### config.mk
export PLATFORM = sky130hd
export DESIGN_NAME = temp_bcd_conv
export DESIGN_NICKNAME = d
export VERILOG_FILES = /design/src/rtl/temp_bcd_conv.sv
export SDC_FILE = /design/constraint.sdc
export NUM_CORES = 1
export LEC_CHECK = 0
export CAP_MARGIN = 20
export CORE_MARGIN = 8
export CORE_UTILIZATION = 50
export DETAILED_ROUTE_END_ITERATION = 6
export PLACE_DENSITY_LB_ADDON = 0.12
export SKIP_LAST_GASP = 1
export SLEW_MARGIN = 30
export SYNTH_ARGS = -nofsm -noshare
export SYNTH_HDL_FRONTEND = slang
export SYNTH_SLANG_ARGS = --single-unit
export TNS_END_PERCENT = 10
### constraint.sdc
create_clock -name clk -period 4 [get_ports clk]
set_input_delay 0.8 -clock clk [delete_from_list [all_inputs] [get_ports clk]]
set_output_delay 0.8 -clock clk [all_outputs]
set_load 0.1 [all_outputs]
### src/rtl/temp_bcd_conv.sv
// temp_bcd_conv
//   Multi-channel temperature converter. Takes a 16-bit signed fixed-point
//   sensor word (integer in [15:8], fraction in [7:0]) tagged with a channel
//   number. It produces the sign, the BCD hundreds/tens/units of the integer
//   magnitude and a tenths digit. The BCD digits come from an iterative
//   double-dabble engine that runs for 8 cycles. Each channel also keeps a
//   hot/normal/cold classification with hysteresis.
//
// Ports
//   clk, rst            clock, asynchronous active-high reset
//   in_valid/in_ready   input handshake; in_ready is high only while idle
//   in_chan             channel tag of the incoming sample
//   data                two's-complement sample, LSB weight 2^-8
//   out_valid           one-cycle pulse when the result fields are updated
//   out_chan            channel tag of the result
//   tempsign            1 = negative sample
//   tempcem/dez/uni     BCD hundreds/tens/units of |integer part|
//   tempdec             tenths digit derived from the top FRAC_BITS fraction bits
//   sel                 classification: 00 unknown, 01 cold, 10 normal, 11 hot
module temp_bcd_conv #(
  parameter int                 CHANNELS  = 4,
  parameter int                 FRAC_BITS = 1,
  parameter logic signed [15:0] HOT_TH    = 16'sh1F80,
  parameter logic signed [15:0] COLD_TH   = 16'sh1B80,
  parameter logic        [15:0] HYST      = 16'h0080,
  localparam int                CW        = (CHANNELS > 1) ? $clog2(CHANNELS) : 1
) (
  input  logic          clk,
  input  logic          rst,
  input  logic          in_valid,
  output logic          in_ready,
  input  logic [CW-1:0] in_chan,
  input  logic [15:0]   data,
  output logic          out_valid,
  output logic [CW-1:0] out_chan,
  output logic          tempsign,
  output logic [3:0]    tempcem,
  output logic [3:0]    tempdez,
  output logic [3:0]    tempuni,
  output logic [3:0]    tempdec,
  output logic [1:0]    sel
);

  typedef enum logic [1:0] {IDLE, CONV, DONE} state_t;

  localparam logic [1:0] CLS_UNK  = 2'b00;
  localparam logic [1:0] CLS_COLD = 2'b01;
  localparam logic [1:0] CLS_NORM = 2'b10;
  localparam logic [1:0] CLS_HOT  = 2'b11;

  // Hysteresis band edges used when leaving the hot or cold state.
  localparam logic signed [15:0] HOT_LO  = HOT_TH - $signed(HYST);
  localparam logic signed [15:0] COLD_HI = COLD_TH + $signed(HYST);

  state_t        state_q, state_d;
  logic [2:0]    iter_q, iter_d;
  logic [7:0]    int_q, int_d;
  logic [11:0]   bcd_q, bcd_d;
  logic          sign_q, sign_d;
  logic [3:0]    frac_q, frac_d;
  logic [CW-1:0] chan_q, chan_d;
  logic [1:0]    cls_res_q, cls_res_d;
  logic [1:0]    cls_q [CHANNELS];
  logic [1:0]    cls_d [CHANNELS];

  logic          out_valid_q, out_valid_d;
  logic [CW-1:0] out_chan_q, out_chan_d;
  logic          tempsign_q, tempsign_d;
  logic [3:0]    tempcem_q, tempcem_d;
  logic [3:0]    tempdez_q, tempdez_d;
  logic [3:0]    tempuni_q, tempuni_d;
  logic [3:0]    tempdec_q, tempdec_d;
  logic [1:0]    sel_q, sel_d;

  logic          hs;
  logic          chan_ok;
  logic [15:0]   mag;
  logic [11:0]   bcd_adj;

  // Next classification for one channel given its current state and the raw sample.
  function automatic logic [1:0] classify(input logic [1:0] cur, input logic signed [15:0] v);
    logic [1:0] nxt;
    nxt = cur;
    case (cur)
      CLS_HOT: begin
        if (v < COLD_TH)     nxt = CLS_COLD;
        else if (v < HOT_LO) nxt = CLS_NORM;
        else                 nxt = CLS_HOT;
      end
      CLS_COLD: begin
        if (v >= HOT_TH)       nxt = CLS_HOT;
        else if (v >= COLD_HI) nxt = CLS_NORM;
        else                   nxt = CLS_COLD;
      end
      default: begin
        if (v >= HOT_TH)       nxt = CLS_HOT;
        else if (v < COLD_TH)  nxt = CLS_COLD;
        else                   nxt = CLS_NORM;
      end
    endcase
    return nxt;
  endfunction

  // 0x8000 negates to itself, which reads correctly as magnitude 128.0.
  always_comb begin
    hs      = in_valid && (state_q == IDLE);
    chan_ok = (32'(in_chan) < CHANNELS);
    mag     = data[15] ? (16'd0 - data) : data;
  end

  always_comb begin
    state_d     = state_q;
    iter_d      = iter_q;
    int_d       = int_q;
    bcd_d       = bcd_q;
    sign_d      = sign_q;
    frac_d      = frac_q;
    chan_d      = chan_q;
    cls_res_d   = cls_res_q;
    cls_d       = cls_q;
    out_valid_d = 1'b0;
    out_chan_d  = out_chan_q;
    tempsign_d  = tempsign_q;
    tempcem_d   = tempcem_q;
    tempdez_d   = tempdez_q;
    tempuni_d   = tempuni_q;
    tempdec_d   = tempdec_q;
    sel_d       = sel_q;
    bcd_adj     = bcd_q;

    case (state_q)
      IDLE: begin
        if (hs) begin
          state_d   = CONV;
          iter_d    = 3'd0;
          sign_d    = data[15];
          int_d     = mag[15:8];
          bcd_d     = 12'd0;
          frac_d    = 4'(mag[7:0] >> (8 - FRAC_BITS));
          chan_d    = in_chan;
          // Out-of-range channels are converted but never touch classifier state.
          cls_res_d = CLS_UNK;
          if (chan_ok) begin
            cls_res_d      = classify(cls_q[in_chan], $signed(data));
            cls_d[in_chan] = cls_res_d;
          end
        end
      end
      CONV: begin
        // One double-dabble step: correct every nibble >= 5, then shift.
        for (int n = 0; n < 3; n++) begin
          if (bcd_adj[n*4 +: 4] >= 4'd5) begin
            bcd_adj[n*4 +: 4] = bcd_adj[n*4 +: 4] + 4'd3;
          end
        end
        {bcd_d, int_d} = {bcd_adj, int_q} << 1;
        iter_d = iter_q + 3'd1;
        if (iter_q == 3'd7) begin
          state_d = DONE;
        end
      end
      DONE: begin
        state_d     = IDLE;
        out_valid_d = 1'b1;
        out_chan_d  = chan_q;
        tempsign_d  = sign_q;
        tempcem_d   = bcd_q[11:8];
        tempdez_d   = bcd_q[7:4];
        tempuni_d   = bcd_q[3:0];
        tempdec_d   = 4'(({4'd0, frac_q} * 8'd10) >> FRAC_BITS);
        sel_d       = cls_res_q;
      end
      default: state_d = IDLE;
    endcase
  end

  always_ff @(posedge clk or posedge rst) begin
    if (rst) begin
      state_q     <= IDLE;
      iter_q      <= 3'd0;
      int_q       <= 8'd0;
      bcd_q       <= 12'd0;
      sign_q      <= 1'b0;
      frac_q      <= 4'd0;
      chan_q      <= '0;
      cls_res_q   <= CLS_UNK;
      for (int i = 0; i < CHANNELS; i++) begin
        cls_q[i] <= CLS_UNK;
      end
      out_valid_q <= 1'b0;
      out_chan_q  <= '0;
      tempsign_q  <= 1'b0;
      tempcem_q   <= 4'd0;
      tempdez_q   <= 4'd0;
      tempuni_q   <= 4'd0;
      tempdec_q   <= 4'd0;
      sel_q       <= 2'b00;
    end else begin
      state_q     <= state_d;
      iter_q      <= iter_d;
      int_q       <= int_d;
      bcd_q       <= bcd_d;
      sign_q      <= sign_d;
      frac_q      <= frac_d;
      chan_q      <= chan_d;
      cls_res_q   <= cls_res_d;
      cls_q       <= cls_d;
      out_valid_q <= out_valid_d;
      out_chan_q  <= out_chan_d;
      tempsign_q  <= tempsign_d;
      tempcem_q   <= tempcem_d;
      tempdez_q   <= tempdez_d;
      tempuni_q   <= tempuni_d;
      tempdec_q   <= tempdec_d;
      sel_q       <= sel_d;
    end
  end

  assign in_ready  = (state_q == IDLE);
  assign out_valid = out_valid_q;
  assign out_chan  = out_chan_q;
  assign tempsign  = tempsign_q;
  assign tempcem   = tempcem_q;
  assign tempdez   = tempdez_q;
  assign tempuni   = tempuni_q;
  assign tempdec   = tempdec_q;
  assign sel       = sel_q;

endmodule

==> results by group <==
Worst setup path
  – Worst r2r src: state_q[1]
  – CP max stage cell: clkdlybuf4s50_1
  – CP Capture Type: output pin
  – Critical path cell sequence: nor2_1, clkdlybuf4s50_1
  – Reg2Reg Depth: 5
  – WP data arrival: 2100 ps
  – CP Launch Type: register
  – Worst Path Max Fanout: 4
  – Critical Path RT: 3200 ps
  – RR Endpoint: cls_q[3]
  – Setup CP Type: reg2out
  – R2R Setup Slk: 2150 ps
  – CP peak stage delay: 1170 ps

Yosys
  – Synth Warn #: 0
  – Combinational family with the most area after synthesis: compound AO/OA/AOI/OAI gates
  – Synthesized area: 2810 um2
  – Synth Area per Inst: 10.6 um2
  – Sequential element share of the synthesized area: 0.517
  – Xor/xnor share of the synthesized area: 0.0343
  – Simple-Gate Fraction of Synth Area: 0.126
  – Synthesized-area fraction occupied by adder cells: 0.0356
  – Post-synthesis mux area share: 0.100
  – Cell variety after synth: 40
  – Synth Area in Compound Gates: 0.143
  – Register bit total from synthesis: 58
  – Synthesized instance count: about 270

Clock tree
  – Post-CTS Setup Inserts: 0
  – Clock Path Buffers: 2
  – Worst-skew pair later-pin latency: 320 ps
  – CTS tree: built
  – H-tree Lvls: 3
  – Hold_buf cts: 0
  – Root Driver: clkbuf_8
  – Post_cts resized: 0
  – TritonCTS buffer count: 9
  – Clock Sinks: 58
  – Worst-path clk slew: 60 ps

Routing
  – DR vias: between 2000 and 2500
  – Routed vias/inst: approximately 5.4
  – Avg WL per Cell: 14.1 um
  – DR iter-0 viols: 69
  – DRC: 0
  – Drt pass-1 iters: 4
  – Post-DRT Antenna Nets: 0
  – Final wirelength: 5330 um

Timing
  – Final setup margin: 1100 ps
  – Max-slew headroom: 0.351
  – Worst slew pin tran: between 900 and 1000 ps
  – Fin crit share: 0.726
  – Min Clock Period, post-route: 2900 ps
  – Final setup TNS: 0 ps
  – FMAX: 0.344 GHz
  – Layout Skew: 7.39 ps
  – Pins Over Slew Limit: 0
  – Final hold viol count: 0
  – Unrepaired setup endpoints after global routing: false
  – # setup viols final: 0

Global route
  – Largest net degree at the start of global routing: 37
  – GR Overflow Total: 0
  – Total Routing Usage GR: 0.141
  – Vias in the first global route: 2080
  – Initial antenna violation count: 0
  – First-pass GRT wire length: 9560 um

Placement
  – GPL Wtd Cong: about 0.80
  – Pre-CTS WS: 1130 ps
  – Port buffer count: 41
  – Dpl hpwl: around 3900 um

Min path
  – Min-delay src: frac_q[0]
  – Hold path depth: 2
  – Worst Hold End: frac_q[0]
  – Hold WC Path Type: reg2reg

Final layout
  – Diode count: 0
  – Nets@finish: 333
  – Area Overhead vs Synth: 21.0%
  – Share of layout cells above drive strength 1: 0.137

Power and ir drop
  – Worst VDD drop: around 0.00043 V
  – Leakage Power: ~1.5 nW
  – Pwr Density: 872 nW/um2

Die
  – # rows: 27
  – Die ar.: slightly above 8000 um2
  – CORE AREA: between 5000 and 6000 um2
  – Die Ht: 91.0 um
  – Num ports: between 40 and 50
  – Die X: 91.0 um
  – Starting density of the core: 0.513

Status
  – Status: finished, final reports clean

Job
  – Max Cap Viol: 0
==> registers in the layout, indices dropped and copies added, names as in the netlist, 2 cells and up <==
| name | cells |
|---|---|
| tempdez | 4 |
| bcd_q | 12 |
| state_q | 2 |
| iter_q | 3 |
| out_chan | 2 |
| tempuni | 4 |
| cls_q | 8 |
| tempcem | 4 |
| cls_res_q | 2 |
| chan_q | 2 |
| int_q | 8 |
| sel | 2 |
==> per-layer routing <==
layer  GRT usage  wire length (um)  part of all wire  up-vias
met5           0                 0                 0        -
met4      0.0709                70             0.013        0
met3      0.0502               267             0.050        7
met2       0.218              2480              0.47       37
met1       0.170              2510              0.47      961
li1            -                 -                 -     1019
==> through the flow <==
| step | instances | instance area [um2] | total power, mW | utilization | hold slack [ps] |
|---|---|---|---|---|---|
| after floorplan | 266 | 2810 | 2.22 | - | 442 |
| after global placement | 365 | 3250 | 2.54 | 0.594 | 462 |
| after detailed placement | 365 | 3250 | 2.57 | 0.594 | 466 |
| after CTS | 378 | 3390 | 2.99 | 0.620 | 475 |
| after global routing | 378 | 3400 | 3.17 | 0.621 | 496 |
| final | 378 | 3400 | 2.96 | 0.621 | 474 |
==> where the power goes <==
group / internal [mW] / switching, mW / total, mW
sequential: 0.838 / 0.149 / 0.987
combinational: 0.485 / 1.08 / 1.56
clock: 0.214 / 0.202 / 0.416
==> how the worst max path moves through the flow <==
stage / startpoint / endpoint / slack, ps / cells past startpoint
5_1_grt: state_q[1] / in_ready / 1020 / 2
4_1_cts: state_q[1] / in_ready / 1090 / 2
3_5_place_dp: in_chan[0] / cls_q[6] / 1130 / 6
3_3_place_gp: in_chan[0] / cls_res_q[0] / 1140 / 5
2_1_floorplan: state_q[1] / cls_q[6] / 1160 / 5
6_report: state_q[1] / in_ready / 1100 / 2
==> logic make-up (layout without fill, tap and decap cells) <==
logic type,Yosys count,in the layout
AND/OR/NAND/NOR,72,72
flip-flops,58,58
AO/OA/AOI/OAI,65,65
buffers and inverters,27,67
multiplexers,23,23
XOR/XNOR,11,11
other,1,2
adder cells (fa/ha/maj),8,8
==> synthesized netlist by cell type (all sizes together) <==
cell / number / area (um2)
a211o: 1 / 8.76
a211oi: 2 / 15.0
a21oi: 14 / 70.1
a22oi: 3 / 22.5
a311oi: 3 / 32.5
a32o: 3 / 30.0
and2: 2 / 12.5
and3: 3 / 18.8
buf: 5 / 37.5
clkbuf: 12 / 45.0
conb: 1 / 3.75
dfrtp: 58 / 1450
ha: 8 / 100
inv: 10 / 37.5
mux2: 21 / 236
mux4: 2 / 45.0
nand2: 28 / 105
nand2b: 5 / 31.3
nand3: 10 / 50.1
nand3b: 1 / 7.51
nand4b: 1 / 8.76
nor2: 10 / 37.5
nor2b: 2 / 20.0
nor3: 4 / 20.0
nor3b: 1 / 7.51
nor4: 2 / 12.5
o211ai: 1 / 7.51
o21ai: 29 / 145
o311ai: 1 / 8.76
o31ai: 6 / 45.0
o32ai: 1 / 8.76
o41ai: 1 / 8.76
or2: 1 / 6.26
or4: 2 / 15.0
xnor2: 5 / 43.8
xor2: 6 / 52.6
==> critical path, delay by kind of cell, from the launching register on <==
family                 cells  cell delay [ps]
and+or+nand+nor            1              200
buffers and inverters      1             1170
DFF                        1              400
==> area by class of cell <==
type                       instances  area, um2
inverter                          10       37.5
tap                               72       90.1
fill                             477       2070
clock inverter                     1       5.00
sequential                        58       1450
multi-input combinational        181       1250
clock buffer                      12        135
timing repair buffer              44        433
==> placed cells by master (no fill, tap or decap), types with 3 or more instances in the layout <==
master | netlist | layout
xnor2_1 | 5 | 5
and3_1 | 3 | 3
nor2_1 | 10 | 10
nor3_1 | 4 | 4
nand3_1 | 10 | 10
ha_1 | 8 | 8
dfrtp_1 | 58 | 58
clkbuf_8 | 0 | 9
a22oi_1 | 3 | 3
a32o_1 | 3 | 3
buf_4 | 3 | 3
o21ai_0 | 29 | 29
mux2_2 | 21 | 21
a21oi_1 | 14 | 14
inv_1 | 10 | 9
clkbuf_1 | 12 | 3
xor2_1 | 6 | 6
nand2_1 | 28 | 28
clkdlybuf4s50_1 | 0 | 41
o31ai_1 | 6 | 6
nand2b_1 | 5 | 3
(Power assumes the default switching activity.)
